**config.mk**
```make
export PLATFORM = sky130hd
export DESIGN_NAME = wb_arbiter
export DESIGN_NICKNAME = d
export VERILOG_FILES = /design/src/rtl/wb_arbiter_pkg.sv /design/src/rtl/wb_arbiter_rr_picker.sv /design/src/rtl/wb_arbiter.sv
export SDC_FILE = /design/constraint.sdc
export NUM_CORES = 1
export LEC_CHECK = 0
export CORE_AREA = 2 2 111 113
export DETAILED_ROUTE_END_ITERATION = 6
export DIE_AREA = 0 0 113 115
export PLACE_DENSITY = 0.71
export SYNTH_ARGS = -nofsm -noshare
export SYNTH_HDL_FRONTEND = slang
export SYNTH_HIERARCHICAL = 1
export SYNTH_SLANG_ARGS = --single-unit
```
**constraint.sdc**
```tcl
create_clock -name i_wb_clk -period 2.2 [get_ports i_wb_clk]
set_input_delay 0.33 -clock i_wb_clk [delete_from_list [all_inputs] [get_ports i_wb_clk]]
set_output_delay 0.33 -clock i_wb_clk [all_outputs]
set_load 0.1 [all_outputs]
```
**src/rtl/wb_arbiter_pkg.sv**
```systemverilog
// Shared types and constants for the Wishbone round-robin arbiter.
// Holds the FSM state encoding, counter widths and an index-width helper.
package wb_arbiter_pkg;

  typedef enum logic [1:0] {
    ST_IDLE    = 2'd0,
    ST_GRANTED = 2'd1,
    ST_ABORT   = 2'd2
  } arb_state_e;

  localparam int OUTST_W = 3;
  localparam int WDOG_W  = 16;

  // Width of a master index; never narrower than one bit.
  function automatic int idx_width(input int n);
    return (n > 1) ? $clog2(n) : 1;
  endfunction

endpackage

```
**src/rtl/wb_arbiter_rr_picker.sv**
```systemverilog
// Combinational cyclic-priority picker: grants the first requester after
// last_i, wrapping around, as a one-hot vector (all-zero if nobody requests).
module rr_picker
  import wb_arbiter_pkg::*;
#(
  parameter int NUM_REQ = 2,
  parameter int IDX_W   = idx_width(NUM_REQ)
) (
  input  logic [NUM_REQ-1:0] req_i,
  input  logic [IDX_W-1:0]   last_i,
  output logic [NUM_REQ-1:0] grant_o
);

  int               cand;
  logic [IDX_W-1:0] cand_idx;
  logic             found;

  // NOTE: every variable written here gets a default first, so no path leaves
  // a value unassigned and no latch is inferred.
  always_comb begin
    grant_o  = '0;
    cand     = 0;
    cand_idx = '0;
    found    = 1'b0;
    // Scan last+1 .. last+NUM_REQ so the previous owner has lowest priority.
    for (int k = 1; k <= NUM_REQ; k++) begin
      cand = int'(last_i) + k;
      if (cand >= NUM_REQ) cand = cand - NUM_REQ;
      cand_idx = cand[IDX_W-1:0];
      if (!found && req_i[cand_idx]) begin
        found             = 1'b1;
        grant_o[cand_idx] = 1'b1;
      end
    end
  end

endmodule

```
**src/rtl/wb_arbiter.sv**
```systemverilog
// Wishbone N:1 arbiter with round-robin grant, outstanding-transfer limit,
// and a stall watchdog that errors the owner and aborts a hung bus cycle.
module wb_arbiter
  import wb_arbiter_pkg::*;
#(
  parameter int NUM_MASTERS     = 2,
  parameter int TIMEOUT_CYCLES  = 255,
  parameter int MAX_OUTSTANDING = 4
) (
  input  logic                         i_wb_clk,
  input  logic                         i_wb_rst_n,
  input  logic [NUM_MASTERS-1:0]       i_m_cyc,
  input  logic [NUM_MASTERS-1:0]       i_m_stb,
  input  logic [NUM_MASTERS-1:0]       i_m_we,
  input  logic [NUM_MASTERS-1:0][31:0] i_m_addr,
  input  logic [NUM_MASTERS-1:0][31:0] i_m_dat,
  input  logic [NUM_MASTERS-1:0][3:0]  i_m_sel,
  output logic [NUM_MASTERS-1:0]       o_m_ack,
  output logic [NUM_MASTERS-1:0]       o_m_err,
  output logic [NUM_MASTERS-1:0]       o_m_stall,
  output logic [31:0]                  o_m_dat,
  output logic                         o_s_cyc,
  output logic                         o_s_stb,
  output logic                         o_s_we,
  output logic [31:0]                  o_s_addr,
  output logic [31:0]                  o_s_dat,
  output logic [3:0]                   o_s_sel,
  input  logic [31:0]                  i_s_dat,
  input  logic                         i_s_ack,
  input  logic                         i_s_stall,
  input  logic                         i_s_err,
  output logic [NUM_MASTERS-1:0]       o_grant
);

  localparam int                 IDX_W      = idx_width(NUM_MASTERS);
  localparam logic [OUTST_W-1:0] MAX_OUT    = OUTST_W'(MAX_OUTSTANDING);
  localparam logic [WDOG_W-1:0]  WDOG_LIMIT = WDOG_W'(TIMEOUT_CYCLES - 1);
  localparam logic [IDX_W-1:0]   LAST_RST   = IDX_W'(NUM_MASTERS - 1);

  arb_state_e         state_q, state_d;
  logic [IDX_W-1:0]   owner_q, owner_d;
  logic [IDX_W-1:0]   last_owner_q, last_owner_d;
  logic [OUTST_W-1:0] outst_q, outst_d;
  logic [WDOG_W-1:0]  wdog_q, wdog_d;

  logic [NUM_MASTERS-1:0] pick_grant;
  logic [IDX_W-1:0]       pick_idx;
  logic                   full, rsp, accept, dec, timeout;

  rr_picker #(
    .NUM_REQ (NUM_MASTERS),
    .IDX_W   (IDX_W)
  ) u_picker (
    .req_i   (i_m_cyc),
    .last_i  (last_owner_q),
    .grant_o (pick_grant)
  );

  always_comb begin
    pick_idx = '0;
    for (int k = 0; k < NUM_MASTERS; k++) begin
      if (pick_grant[k]) pick_idx = IDX_W'(k);
    end
  end

  assign o_m_dat = i_s_dat;

  always_comb begin
    state_d      = state_q;
    owner_d      = owner_q;
    last_owner_d = last_owner_q;
    outst_d      = outst_q;
    wdog_d       = wdog_q;
    o_s_cyc      = 1'b0;
    o_s_stb      = 1'b0;
    o_s_we       = 1'b0;
    o_s_addr     = '0;
    o_s_dat      = '0;
    o_s_sel      = '0;
    o_m_ack      = '0;
    o_m_err      = '0;
    o_m_stall    = '1;
    o_grant      = '0;
    full         = (outst_q == MAX_OUT);
    rsp          = i_s_ack | i_s_err;
    accept       = 1'b0;
    dec          = 1'b0;
    timeout      = 1'b0;

    unique case (state_q)
      ST_IDLE: begin
        if (|i_m_cyc) begin
          owner_d = pick_idx;
          state_d = ST_GRANTED;
        end
      end

      ST_GRANTED: begin
        o_grant[owner_q]   = 1'b1;
        o_s_cyc            = i_m_cyc[owner_q];
        o_s_stb            = i_m_stb[owner_q] & ~full;
        o_s_we             = i_m_we[owner_q];
        o_s_addr           = i_m_addr[owner_q];
        o_s_dat            = i_m_dat[owner_q];
        o_s_sel            = i_m_sel[owner_q];
        o_m_stall[owner_q] = i_s_stall | full;
        o_m_ack[owner_q]   = i_s_ack;
        // A real ack/err in the limit cycle suppresses the watchdog error.
        timeout            = (outst_q != '0) && !rsp && (wdog_q == WDOG_LIMIT);
        o_m_err[owner_q]   = i_s_err | timeout;

        accept = o_s_stb & ~i_s_stall;
        dec    = rsp && (outst_q != '0);
        if (accept && !dec)      outst_d = outst_q + OUTST_W'(1);
        else if (!accept && dec) outst_d = outst_q - OUTST_W'(1);
        wdog_d = ((outst_q == '0) || rsp) ? '0 : wdog_q + WDOG_W'(1);

        if (!i_m_cyc[owner_q]) begin
          state_d      = ST_IDLE;
          last_owner_d = owner_q;
          outst_d      = '0;
          wdog_d       = '0;
        end else if (timeout) begin
          state_d = ST_ABORT;
          outst_d = '0;
          wdog_d  = '0;
        end
      end

      ST_ABORT: begin
        o_grant[owner_q] = 1'b1;
        state_d          = ST_IDLE;
        last_owner_d     = owner_q;
        outst_d          = '0;
        wdog_d           = '0;
      end

      default: state_d = ST_IDLE;
    endcase
  end

  // NOTE: state registers use non-blocking assignments so every flop samples
  // the pre-edge values; reset is asynchronous and takes effect immediately.
  always_ff @(posedge i_wb_clk or negedge i_wb_rst_n) begin
    if (!i_wb_rst_n) begin
      state_q      <= ST_IDLE;
      owner_q      <= '0;
      last_owner_q <= LAST_RST;
      outst_q      <= '0;
      wdog_q       <= '0;
    end else begin
      state_q      <= state_d;
      owner_q      <= owner_d;
      last_owner_q <= last_owner_d;
      outst_q      <= outst_d;
      wdog_q       <= wdog_d;
    end
  end

endmodule

```
* Word level (Yosys, flattened, before mapping)
Index checks and enable logic that the tools add are counted.
** Storage, ports and cells
- Bits of input ports :: 179
- Register bits after elaboration :: 23
- Logic and storage cells :: 117
** Operators by class
- Order comparisons :: 8
- Add/subtract/negate cells :: 7
- Bitwise gates (word level) :: 12
- Mux-type cells :: 53
- Equal/unequal tests :: 8
- Reductions and logical operators :: 24
** Operators by type and width (count)
- $mux W32 :: 6
- $mux W16 :: 3
- $pmux W16 S2 :: 1
- $mux W1 :: 21
- $mux W2 :: 9
- $add A16 B1 Y16 const B :: 1
- $eq A16 B8 Y1 const B :: 1
- $mux W3 :: 4
- $mux W4 :: 3
- $logic_and A1 B1 Y1 :: 9
- $reduce_and A2 Y1 :: 4
- $lt A1 B2 Y1 const B :: 3
- $pmux W3 S2 :: 1
- $ne A5 B5 Y1 const B :: 1
- $and A2 B2 Y2 :: 2
- $logic_not A1 Y1 :: 4
- $ne A2 B2 Y1 const B :: 2
- $or A2 B2 Y2 :: 2
- $pmux W2 S2 :: 1
- $reduce_or A2 Y1 :: 2
- $add A1 B2 Y3 const B :: 1
- $add A3 B1 Y3 const B :: 1
- $demux W1 S1 :: 3
- $eq A3 B3 Y1 const B :: 1
- other kinds (19) :: 26

* Longest topological paths before layout
- Depth after elaboration :: 11
- Depth in mapped cells :: 10
- Gate-level depth less buffers :: 8

* Cells and area by module
Netlist, hierarchy kept.
** Modules (own cells, without submodules)
- wb_arbiter :: sequential area each 576.8 sq um, area an instance 2762.6 sq um, times used 1, cells an instance 360
- rr_picker :: sequential area each 0.0 sq um, area an instance 18.8 sq um, times used 1, cells an instance 3

* Least setup slack after synthesis
No wires, ideal clock.
- Path type :: reg2out
- From :: reg wdog_q[10]
- To :: out o_m_err[0]
- Data arrival time :: 3.644 ns
- Cell stages (with the launch flop) :: 7
- Buffers on the path :: 1
- Setup slack :: -1.774 ns
- Path through :: dfrtp_1 -> or4_1 -> nor4_2 -> buf_4 -> and2_2 -> nor2_1 -> nor3_1
** Between the ends
- Longest elaborated chain between the ends :: 5
** RTL lines
- start: declaration :: line wb_arbiter.sv:44 : logic [WDOG_W-1:0] wdog_q, wdog_d;
- start signal: assignment :: line wb_arbiter.sv:156 : wdog_q <= wdog_d;
- $eq A16 B8 Y1 :: line wb_arbiter.sv:109 : timeout = (outst_q != '0) && !rsp && (wdog_q == WDOG_LIMIT);
- $logic_and A1 B1 Y1 :: line wb_arbiter.sv:109
- $or A1 B1 Y1 :: line wb_arbiter.sv:110 : o_m_err[owner_q] = i_s_err | timeout;
- $and A2 B2 Y2 (no line)
- $mux W2 :: line wb_arbiter.sv:90 : unique case (state_q)
- end: declaration :: line wb_arbiter.sv:19 : output logic [NUM_MASTERS-1:0] o_m_err,
No other way between the ends.

* Final worst setup path
Ends and elaborated chain as after synthesis.

==> run metrics <==
multi-input combinational cell area 0.002013 mm^2; CTS tree done; R2R Setup Slk 0.09 ns; CP Launch Point wdog_q[10]; ant diodes 0; CTS clk-pin slew, worst paths 0.07 ns; max-slew violation count 0; Worst VDD drop 0.001154 V; average size of a mapped cell 7.674 um^2; CP endpoint kind output pin; critical path peak fanout 2; Setup crit end o_m_err[0]; initial antenna violation count 0; first-pass GRT wire length 20950 um; 1st-iter DRT viols 298; failing checks DRC, setup timing; Initial Utilization 0.2345; Routed Wire Length 14710 um; layout cells sized above 1 0.2824; CTS Sinks 23; worst r2r path cells 8; post-DR vias/cell 4.921; Worst Tran Pin Value 0.4457 ns; Slew headroom 0.7006; H-tree depth 1; Root Driver clkbuf_16; post-synthesis cell area 0.002770 mm^2; Cells after Synth 361; Via Count 3494; pwr dens 1767 mW/mm^2; Final TNS setup -0.4507 ns; Max Cap Viol 0; Final GP Congestion 0.9604; PortBufs 225; Tot Pwr 10.91 mW; Final #Nets 750; period utilisation layout 1.116; total global routing overflow 0; Pleak 2.591 nW; Hold Path Class input pin to async pin; total iterations of the first detailed-routing run 7; number of fill cells 1055; Ports 290; worst-skew pair later-pin latency 0.26 ns; die area 0.01300 mm^2; CTS Buf Count 3; Final HPWL DP 12790 um; CP Class flop to output pin; clock buffer depth 2; CTS hold repair buffers 0; num rows 40; worst reg2reg path endpoint outst_q[2]; Syn Nets 547; RSZ-0062 raised after global routing yes; Worst R2R Start owner_q; detailed-route DRC error count 17; Max Fclk 407.2 MHz; Worst Skew 0.006584 ns; Setup Viol. Count Final 2; largest net degree at the start of global routing 54; vias in the first global route 3434; CORE AREA 0.01181 mm^2; GRT Util Overall 0.2141; register area 580.6 um^2; Die Ht 115 um; final hold vios 0; run status finished, violations left; chip width 113 um; drt wl/cell 20.72 um; PnR worst setup slack -0.2561 ns; Ys Warns 6; worst path required time 1.87 ns; Antenna Nets Post-Route 0; CP arrival 2.13 ns; Area growth syn-to-layout 122.9%; Final Critical Period 2.456 ns; Setup crit start kind flop
what timing repair did:
| item | in CTS | in global routing |
|---|---|---|
| resized for setup | 5 | 28 |
| pin swaps | 1 | 2 |
| buffers inserted | 1 | 0 |
| endpoints found under the setup margin | 45 | 32 |
power by group:
part / leakage [nW] / internal [mW] / total, mW / switching, mW
Combinational: 2.24 / 3.38 / 9.94 / 6.57
Clock: 0.0409 / 0.245 / 0.407 / 0.162
Sequential: 0.310 / 0.491 / 0.559 / 0.0681
state kept, by name (all words and copies together) (netlist names):
signal	count
wdog_q	16
state_q	2
outst_q	3
last_owner_q	1
owner_q	1
worst max-delay path: stages (launching register included):
cell and delay, ns:
dfrtp_1 0.39, or4_4 0.56, nor4_4 0.31, and2_4 0.20
nor2_4 0.05, nor3_4 0.15, buf_12 0.20
how the worst min path moves through the flow:
| stage | startpoint | endpoint | depth (start not counted) |
|---|---|---|---|
| 2_1_floorplan | i_wb_rst_n | outst_q[0] | 0 |
| 3_3_place_gp | wdog_q[6] | wdog_q[6] | 1 |
| 3_5_place_dp | wdog_q[6] | wdog_q[6] | 1 |
| 4_1_cts | i_wb_rst_n | wdog_q[8] | 2 |
| 5_1_grt | i_wb_rst_n | wdog_q[2] | 2 |
| 6_report | i_wb_rst_n | wdog_q[9] | 2 |
final cells by class:
type                            instances  area share
Clock buffer                            3     0.01216
Clock inverter                          1   0.0008107
Inverter                               13    0.007904
Multi-Input combinational cell        272      0.3261
Sequential cell                        23     0.09404
Tap cell                              147     0.02979
Timing Repair Buffer                  251      0.5292
cells in the final DEF, fill, tap and decap left out, types with 3 or more instances in the layout:
master             n
a21oi_1            8
nor2_2            20
buf_12            81
nand3_1           10
o21ai_0           12
nor2_4            12
clkdlybuf4s50_1  146
nor2_1            51
nor3_1            10
dfrtp_1           21
nand2b_1           3
buf_4             23
o22ai_1            5
ha_1               6
nand2_1           15
clkbuf_16          3
o2bb2ai_1          3
inv_1             11
mux2i_1           73
metal layers:
layer,up-vias,global-route usage,share of wire
met2,232,0.3261,0.44
met3,16,0.03954,0.11
met4,0,0.02846,0.0079
met1,1622,0.3224,0.43
li1,1624,-,-
met5,-,0,0
metrics by stage:
step,hold slack (ns),instance area [um^2],instances,utilization,worst slack (ns)
2_1_floorplan,0.03441,2882,361,-,-0.5618
3_3_place_gp,0.4736,5979,705,0.5063,-0.06324
3_5_place_dp,0.4838,5979,705,0.5063,-0.1576
4_1_cts,0.4083,6087,710,0.5154,-0.2669
5_1_grt,0.4151,6173,710,0.5227,-0.3183
6_report,0.4011,6173,710,0.5227,-0.2561
Power figures use the tool's default switching activity.
